`src/rtl/execute_stage_pkg.sv`:
```
// Shared encodings for the EX stage: ALU operations, forwarding selects and
// writeback source selects.
package execute_stage_pkg;

  typedef enum logic [2:0] {
    ALU_ADD = 3'b000,
    ALU_SUB = 3'b001,
    ALU_AND = 3'b010,
    ALU_OR  = 3'b011,
    ALU_XOR = 3'b100,
    ALU_SLL = 3'b101,
    ALU_SRL = 3'b110,
    ALU_SLT = 3'b111
  } aluOp_e;

  localparam logic [1:0] FWD_RF  = 2'b00;
  localparam logic [1:0] FWD_WB  = 2'b01;
  localparam logic [1:0] FWD_MEM = 2'b10;

  // Consumed by the WB stage; the EX stage only carries it through.
  localparam logic [1:0] WB_ALU = 2'b00;
  localparam logic [1:0] WB_MEM = 2'b01;
  localparam logic [1:0] WB_PC4 = 2'b10;

endpackage

```
`src/rtl/execute_stage_alu.sv`:
```
// Combinational 32-bit ALU. Results wrap modulo 2^32 and no flags are produced.
module execute_stage_alu
  import execute_stage_pkg::*;
(
  input  logic [31:0] A,
  input  logic [31:0] B,
  input  logic [2:0]  ALUsel,
  output logic [31:0] result
);

  always_comb begin
    result = 32'd0;
    case (ALUsel)
      ALU_ADD: result = A + B;
      ALU_SUB: result = A - B;
      ALU_AND: result = A & B;
      ALU_OR:  result = A | B;
      ALU_XOR: result = A ^ B;
      ALU_SLL: result = A << B[4:0];
      ALU_SRL: result = A >> B[4:0];
      ALU_SLT: result = {31'd0, $signed(A) < $signed(B)};
      default: result = 32'd0;
    endcase
  end

endmodule

```
`src/rtl/execute_stage.sv`:
```
// EX stage: operand forwarding, operand select, ALU, and the EX/MEM register.
// rst_n is active-high despite its name.
module execute_stage
  import execute_stage_pkg::*;
(
  input  logic        clk,
  input  logic        rst_n,
  input  logic        regwriteE,
  input  logic        memrwE,
  input  logic [1:0]  wbselE,
  input  logic [2:0]  ALUselE,
  input  logic        aselE,
  input  logic        bselE,
  input  logic [1:0]  forwardAE,
  input  logic [1:0]  forwardBE,
  input  logic [31:0] resultW,
  input  logic [31:0] rd1E,
  input  logic [31:0] rd2E,
  input  logic [31:0] imm_exE,
  input  logic [31:0] pcE,
  input  logic [31:0] pc4E,
  input  logic [4:0]  rs1E,
  input  logic [4:0]  rs2E,
  input  logic [4:0]  rdE,
  output logic        regwriteM,
  output logic        memrwM,
  output logic [1:0]  wbselM,
  output logic [31:0] pc4M,
  output logic [4:0]  rdM,
  output logic [31:0] ALUresM,
  output logic [31:0] data_writeM
);

  logic [31:0] srcA_fwd;
  logic [31:0] srcB_fwd;
  logic [31:0] opA;
  logic [31:0] opB;
  logic [31:0] aluRes;
  logic        unusedIdx;

  // Source indices only matter to the hazard unit.
  assign unusedIdx = ^{rs1E, rs2E};

  // FWD_MEM reads the registered result, so there is no loop through the ALU.
  always_comb begin
    srcA_fwd = rd1E;
    case (forwardAE)
      FWD_WB:  srcA_fwd = resultW;
      FWD_MEM: srcA_fwd = ALUresM;
      default: srcA_fwd = rd1E;
    endcase
  end

  always_comb begin
    srcB_fwd = rd2E;
    case (forwardBE)
      FWD_WB:  srcB_fwd = resultW;
      FWD_MEM: srcB_fwd = ALUresM;
      default: srcB_fwd = rd2E;
    endcase
  end

  assign opA = aselE ? pcE : srcA_fwd;
  assign opB = bselE ? imm_exE : srcB_fwd;

  execute_stage_alu uAlu (
    .A      (opA),
    .B      (opB),
    .ALUsel (ALUselE),
    .result (aluRes)
  );

  always_ff @(posedge clk or posedge rst_n) begin
    if (rst_n) begin
      regwriteM   <= 1'b0;
      memrwM      <= 1'b0;
      wbselM      <= 2'b00;
      pc4M        <= 32'd0;
      rdM         <= 5'd0;
      ALUresM     <= 32'd0;
      data_writeM <= 32'd0;
    end else begin
      regwriteM   <= regwriteE;
      memrwM      <= memrwE;
      wbselM      <= wbselE;
      pc4M        <= pc4E;
      rdM         <= rdE;
      ALUresM     <= aluRes;
      // Store data is taken after forwarding but before the immediate mux.
      data_writeM <= srcB_fwd;
    end
  end

endmodule

```
`config.mk`:
```
export PLATFORM = sky130hd
export DESIGN_NAME = execute_stage
export DESIGN_NICKNAME = d
export VERILOG_FILES = /design/src/rtl/execute_stage_pkg.sv /design/src/rtl/execute_stage_alu.sv /design/src/rtl/execute_stage.sv
export SDC_FILE = /design/constraint.sdc
export NUM_CORES = 1
export LEC_CHECK = 0
export ABC_AREA = 1
export BUFFER_PORTS_ARGS = -buffer_cell sky130_fd_sc_hd__buf_4
export CORE_MARGIN = 5
export CORE_UTILIZATION = 30
export DETAILED_ROUTE_END_ITERATION = 12
export PLACE_DENSITY = 0.5
export SLEW_MARGIN = 20
export SYNTH_ARGS = -nofsm -noshare
export SYNTH_HDL_FRONTEND = slang
export SYNTH_HIERARCHICAL = 1
export SYNTH_SLANG_ARGS = --single-unit
```
`constraint.sdc`:
```
create_clock -name clk -period 7.9 [get_ports clk]
set_clock_uncertainty 0.2 [all_clocks]
set_input_delay 1.58 -clock clk [delete_from_list [all_inputs] [get_ports clk]]
set_output_delay 1.58 -clock clk [all_outputs]
set_load 0.02 [all_outputs]
```
==> impl_metrics.env, run 1 <==
export IMPL_status="finished, final reports clean"
export IMPL_cp_cell_sequence="buf_4 -> ha_1 -> buf_4 -> clkinv_2 -> nand3_1 -> nand3_1 -> nand2_2 -> buf_4 -> fa_1 -> inv_1 -> nand3_1 -> nand2_1 -> nand2_1 -> nand2_1 -> nand2_1 -> nand2_1 -> nand2_1 -> nand2_1 -> nand2_1 -> nand3_1 -> a21oi_1"
export IMPL_fillers=5422
export IMPL_post_dp_hpwl_mm=64.0
export IMPL_synth_area_um2=14500
export IMPL_vias=18500
export IMPL_cp_start_kind="input pin"
export IMPL_synth_edf_count=0
export IMPL_die_h_um=230
export IMPL_final_nets=3121
export IMPL_cts_buffers=9
export IMPL_grt_pass1_wl_mm=114
export IMPL_final_cell_mix="nand2_1, nand3_1, buf_4, inv_1, nor2_1"
export IMPL_die_x_um=230
export IMPL_cts_sinks=105
export IMPL_antenna_found_initial=1
export IMPL_async_reset_ff_share_pct=100
export IMPL_worst_slew_pin_slew_ns=1.03
export IMPL_drive_gt1_share_pct=14.5
export IMPL_worstReg2RegEnd="ALUresM[0]"
export IMPL_synth_nets=2885
export IMPL_min_to="data_writeM[31]"
export IMPL_diodes=0
export IMPL_hold_viol_final=0
export IMPL_placed_area_um2=17200
export IMPL_grt_usage_pct=28.2
export IMPL_p_leak_nw=9.42
export IMPL_holdCritPathClass="register to register"
export IMPL_endpoint_kind="register"
export IMPL_wl_mm=78.2
export IMPL_viasPerCell=5.42
export IMPL_tritoncts="done"
export IMPL_p_per_area_nw_per_um2=175
export IMPL_synth_cell_type_count=52
export IMPL_rows=80
export IMPL_slew_violations=0
export IMPL_rsz0062_at_grt="false"
export IMPL_maxCapViolations=0
export IMPL_timing_rr_start="ALUresM[0]"
export IMPL_crit_path_max_incr_delay_ns=0.60
export IMPL_setup_ws_ns=1.78
export IMPL_htree_levels=3
export IMPL_clk_pin_slew_ns=0.07
export IMPL_io_buffers=316
export IMPL_grt_pass1_vias=17400
export IMPL_dr_pass1_iters=7
export IMPL_drc=0
export IMPL_setup_viol=0
export IMPL_syn_inst=2560
export IMPL_ant_nets=0
export IMPL_max_freq_ghz=0.163
export IMPL_finalCritPeriodShare_pct=77.4
export IMPL_core_um2=47700
export IMPL_relSlewSlack_pct=31.3
export IMPL_cts_resized=0
export IMPL_wire_per_inst_um=22.9
export IMPL_cp_max_fo=70
export IMPL_area_growth_pct=20.7
export IMPL_clock_path_buffers=2
export IMPL_post_cts_buffers=0
export IMPL_root_buffer="clkbuf_16"
export IMPL_synth_seq_cells=105
export IMPL_slowest_stage="buf_4"
export IMPL_min_path_cells=3
export IMPL_drtIter0Drc=2342
export IMPL_arrival_ns=6.14
export IMPL_multiInputGateArea_um2=10000
export IMPL_fin_crit_ns=6.12
export IMPL_layout_commonest_cell="nand2_1"
export IMPL_reg2reg_slack_ns=3.73
export IMPL_worstRegToRegCells=18
export IMPL_syn_avg_cell_area_um2=5.67
export IMPL_design_area_um2=17500
export IMPL_critPathMostFrequentCell="nand2_1"
export IMPL_grt_overflow_total=0
export IMPL_worstSkewPairLatency_ns=0.37
export IMPL_required_ns=7.92
export IMPL_whs_ns=0.469
export IMPL_gp_congestion=1.04
export IMPL_ios=327
export IMPL_crit_type="input pin to register"
export IMPL_synth_flop_cell="dfrtp_1"
export IMPL_area_sequential_um2=2630
export IMPL_ir_drop_v=0.0000889
export IMPL_cts_hold_buf=0
export IMPL_start_util_pct=30.4
export IMPL_hold_start="ALUresM[31]"
export IMPL_grt_max_degree=71
export IMPL_yosysWarnings=6
export IMPL_finalPower_mw=3.06
export IMPL_seq_area_frac_synth_pct=18.1
export IMPL_die_area_um2=52800
export IMPL_pre_cts_ws_ns=1.47
export IMPL_final_setup_tns_ns=0
[critical path, delay by kind of cell]
kind	cells	cell delay, ns
fa+ha+maj	2	0.61
compound gates	1	0.42
buf+inv	5	1.77
simple gates	13	1.73
[flip-flops by register name, summed over array words and instances (netlist names)]
| signal | cells |
|---|---|
| ALUresM | 32 |
| data_writeM | 32 |
| pc4M | 32 |
| rdM | 5 |
| wbselM | 2 |
| memrwM | 1 |
| regwriteM | 1 |
[stage by stage]
| stage | cells | util, % |
|---|---|---|
| floorplan | 2560 | - |
| global placement | 3400 | 36.0 |
| detailed placement | 3400 | 36.0 |
| CTS | 3416 | 36.7 |
| global route | 3416 | 36.7 |
| finish | 3416 | 36.7 |
[cell usage after synthesis (5+ instances only)]
library cell | n | share of area (%)
o211ai_1 | 21 | 1.1
nor3_1 | 19 | 0.66
a21oi_1 | 159 | 5.5
inv_1 | 287 | 7.4
nand3_1 | 365 | 13
inv_2 | 9 | 0.23
nand4_1 | 33 | 1.4
and2_1 | 35 | 1.5
nor2_1 | 221 | 5.7
nand2_1 | 865 | 22
buf_2 | 64 | 2.2
a21oi_2 | 5 | 0.30
a211oi_1 | 5 | 0.26
nand3b_1 | 6 | 0.31
o21a_1 | 18 | 0.93
clkbuf_1 | 19 | 0.49
or2_2 | 7 | 0.30
ha_1 | 101 | 8.7
o21ai_0 | 70 | 2.4
buf_6 | 13 | 1.0
a221oi_1 | 7 | 0.42
and3_1 | 5 | 0.22
buf_4 | 14 | 0.72
o21bai_1 | 15 | 0.78
buf_1 | 18 | 0.47
xor2_1 | 9 | 0.54
dfrtp_1 | 105 | 18
o22ai_1 | 11 | 0.47
o21ai_1 | 17 | 0.59
[final cells by class]
cell class | instances | area share, %
clock buffer | 10 | 1.31
clock inverter | 6 | 0.357
inverter | 301 | 6.48
multi-input combinational | 2022 | 57.1
sequential | 105 | 15.0
tap | 615 | 4.40
timing repair buffer | 357 | 15.3
[per-layer routing]
layer,wire length [um],global-route usage (%),up-vias
li1,-,-,8691
met5,0,0,-
met2,34600,45.1,920
met1,34900,40.1,8829
met4,1820,6.18,0
met3,6980,4.61,85
[power by group]
group | internal (mW) | switching [mW]
clock network | 0.222 | 0.232
registers | 0.609 | 0.0561
logic | 0.599 | 1.34
[kinds of logic after synthesis]
family | synth area share [%]
AO/OA/AOI/OAI | 13.4
XOR/XNOR | 0.604
adder cells (fa/ha/maj) | 8.99
buffers and inverters | 13.0
flip-flops | 18.1
multiplexers | 0.207
AND/OR/NAND/NOR | 45.7
[worst max path at each step]
stage / from / endpoint / slack [ns]
floorplan: forwardBE[0] / ALUresM[26] / 3.11
global placement: forwardBE[0] / ALUresM[0] / 1.46
detailed placement: forwardBE[1] / ALUresM[0] / 1.47
CTS: forwardBE[1] / ALUresM[0] / 1.85
global route: forwardBE[0] / ALUresM[0] / 1.44
finish: forwardBE[1] / ALUresM[0] / 1.78
Power figures use the tool's default switching activity.
==> run 2: changes to the inputs <==
ABC_AREA = 0   (was 1)
PLACE_DENSITY = 0.51   (was 0.5)
clock period = 6.3 ns   (was 7.9 ns; I/O delays follow)
==> run 2 against run 1 <==
Register-to-register slack got worse by 1.9 ns. Sequential power rose by 29%. Global-route usage decreased by 4.0 points. Critical path type unchanged. Critical endpoint is now ALUresM[16].
==> impl_metrics.env, run 2 <==
export IMPL_status="finished, final reports clean"
export IMPL_clock_path_buffers=2
export IMPL_crit_type="input pin to register"
export IMPL_endpoint_kind="register"
export IMPL_root_buffer="clkbuf_16"
export IMPL_worstSkewPairLatency_ns=0.38
export IMPL_seq_area_frac_synth_pct=19.4
export IMPL_viasPerCell=5.74
export IMPL_cts_hold_buf=0
export IMPL_post_dp_hpwl_mm=51.4
export IMPL_crit_path_max_incr_delay_ns=0.81
export IMPL_maxCapViolations=0
export IMPL_synth_flop_cell="dfrtp_1"
export IMPL_p_per_area_nw_per_um2=231
export IMPL_grt_max_degree=63
export IMPL_final_cell_mix="buf_4, nor2_1, nand2_1, a21oi_1, dfrtp_1"
export IMPL_cts_resized=0
export IMPL_area_growth_pct=27.0
export IMPL_wire_per_inst_um=24.7
export IMPL_drive_gt1_share_pct=31.7
export IMPL_reg_top3="ALUresM (32), data_writeM (32), pc4M (32)"
export IMPL_yosysWarnings=6
export IMPL_syn_inst=1661
export IMPL_grt_pass1_vias=14300
export IMPL_die_area_um2=49600
export IMPL_cp_start_kind="input pin"
export IMPL_dp_cells=2558
export IMPL_synth_edf_count=0
export IMPL_cts_buffers=9
export IMPL_synth_top_cell_by_area="dfrtp_1"
export IMPL_ys_top_cells_by_count="nor2_1, nand2_1, a21oi_1, dfrtp_1, inv_1"
export IMPL_io_buffers=316
export IMPL_gp_congestion=0.975
export IMPL_finalCritPeriodShare_pct=90.5
export IMPL_die_x_um=223
export IMPL_setup_viol=0
export IMPL_antenna_found_initial=2
export IMPL_cpLargestDelayFamily="compound AO/OA/AOI/OAI gates"
export IMPL_worst_slew_pin_slew_ns=1.16
export IMPL_synth_nets=1986
export IMPL_drtIter0Drc=1838
export IMPL_cts_sinks=105
export IMPL_critPathBufInv=4
export IMPL_grt_usage_pct=24.2
export IMPL_rsz0062_at_grt="false"
export IMPL_core_um2=45100
export IMPL_grt_pass1_wl_mm=93.5
export IMPL_layout_commonest_cell="buf_4"
export IMPL_final_nets=2294
export IMPL_required_ns=6.42
export IMPL_drc=0
export IMPL_final_setup_tns_ns=0
export IMPL_synth_area_leaders="dfrtp_1, ha_1, mux4_2"
export IMPL_p_leak_nw=7.68
export IMPL_ios=327
export IMPL_critPathMostFrequentCell="buf_4"
export IMPL_die_h_um=223
export IMPL_synth_cell_type_count=85
export IMPL_slew_violations=0
export IMPL_utilization_pct=38.2
export IMPL_post_cts_buffers=0
export IMPL_start_util_pct=30.1
export IMPL_cp_cell_sequence="buf_4 -> ha_2 -> buf_4 -> a221oi_2 -> o31ai_1 -> mux2_2 -> nor2_1 -> a21o_1 -> a21oi_1 -> a21oi_1 -> o211ai_1 -> buf_4 -> nand2b_1 -> o21ai_0 -> a211oi_1 -> buf_4"
export IMPL_synth_area_um2=13600
export IMPL_rows=78
export IMPL_fin_crit_ns=5.70
export IMPL_wl_mm=63.5
export IMPL_synth_seq_cells=105
export IMPL_diodes=0
export IMPL_syn_avg_cell_area_um2=8.17
export IMPL_ir_drop_v=0.000134
export IMPL_clk_pin_slew_ns=0.08
export IMPL_synth_most_common_cell="nor2_1"
export IMPL_htree_levels=3
export IMPL_vias=14800
export IMPL_instances_no_fill=2574
export IMPL_slowest_stage="ha_2"
export IMPL_cp_max_fo=35
export IMPL_relSlewSlack_pct=22.3
export IMPL_grt_overflow_total=0
export IMPL_async_reset_ff_share_pct=100
export IMPL_yosysTopAreaCellShare_pct=19.4
export IMPL_holdCritPathClass="register to register"
export IMPL_dr_pass1_iters=6
export IMPL_hold_viol_final=0
export IMPL_tritoncts="done"
export IMPL_max_freq_ghz=0.175
export IMPL_ant_nets=0
export IMPL_arrival_ns=5.82
-- run 2: changes by cell type after synthesis, sizes merged, moves of 33 or more --
cell / before / now
inv: 296 / 107
a221oi: 7 / 72
nand2: 866 / 158
nand3: 366 / 24
buf: 109 / 75
mux2i: 3 / 45
nor2b: 0 / 70
mux4: 0 / 37
and2: 36 / 2
o31ai: 0 / 71
clkbuf: 23 / 56
a21oi: 164 / 126
-- run 2: metrics by stage --
step | setup slack (ns) | power (mW) | hold slack, ns | instance area, um2
floorplan | 0.601 | 2.35 | 0.499 | 13600
global placement | 0.277 | 3.30 | 0.416 | 16900
finish | 0.598 | 3.97 | 0.442 | 17200
detailed placement | 0.309 | 3.30 | 0.419 | 16900
CTS | 0.705 | 3.95 | 0.441 | 17200
global route | 0.433 | 4.18 | 0.479 | 17200
-- run 2: logic make-up (layout without fill, tap and decap cells) --
logic type	count (synthesis)	in the layout	share of synthesized area (%)
compound gates	552	552	32.9
simple gates	545	545	18.3
buf+inv	241	554	8.16
flops	105	105	19.4
fa+ha+maj	104	104	9.68
mux	89	89	10.0
xor+xnor	25	25	1.61
-- run 2: cell type report --
type	instances	area, um2
sequential	105	2630
fill	4745	27900
tap	600	751
timing repair buffer	428	3230
multi-input combinational	1315	9890
clock inverter	7	92.6
clock buffer	9	225
inverter	110	415
-- run 2: metal layers --
layer	vias to the layer above	routed length (um)	track usage, %
li1	6723	-	-
met1	7297	28900	35.1
met5	-	0	0
met3	52	4530	2.88
met2	705	29000	39.2
met4	0	953	4.37
-- run 2: path summary, 6_finish.rpt --
| kind | from | end | slack, ns | cells past startpoint |
|---|---|---|---|---|
| max | forwardAE[1] | ALUresM[16] | 0.60 | 16 |
| max reg2reg | ALUresM[4] | ALUresM[28] | 1.84 | 14 |
| min reg2reg | ALUresM[23] | data_writeM[23] | 0.44 | 2 |
| min in group asynchronous | rst_n | pc4M[29] | 0.80 | 2 |
| min | ALUresM[23] | data_writeM[23] | 0.44 | 2 |
| max in group asynchronous | rst_n | ALUresM[24] | 3.92 | 3 |
-- run 2: power breakdown --
| part | internal (mW) | leakage, nW | switching, mW |
|---|---|---|---|
| registers | 0.765 | 1.26 | 0.0906 |
| logic | 0.970 | 6.26 | 1.52 |
| clock network | 0.320 | 0.156 | 0.306 |
-- run 2: tightest hold or removal path: cells and delay by family, from the launching register on --
| family | cells | cell delay [ns] |
|---|---|---|
| compound gates | 1 | 0.10 |
| simple gates | 1 | 0.12 |
| flops | 1 | 0.39 |
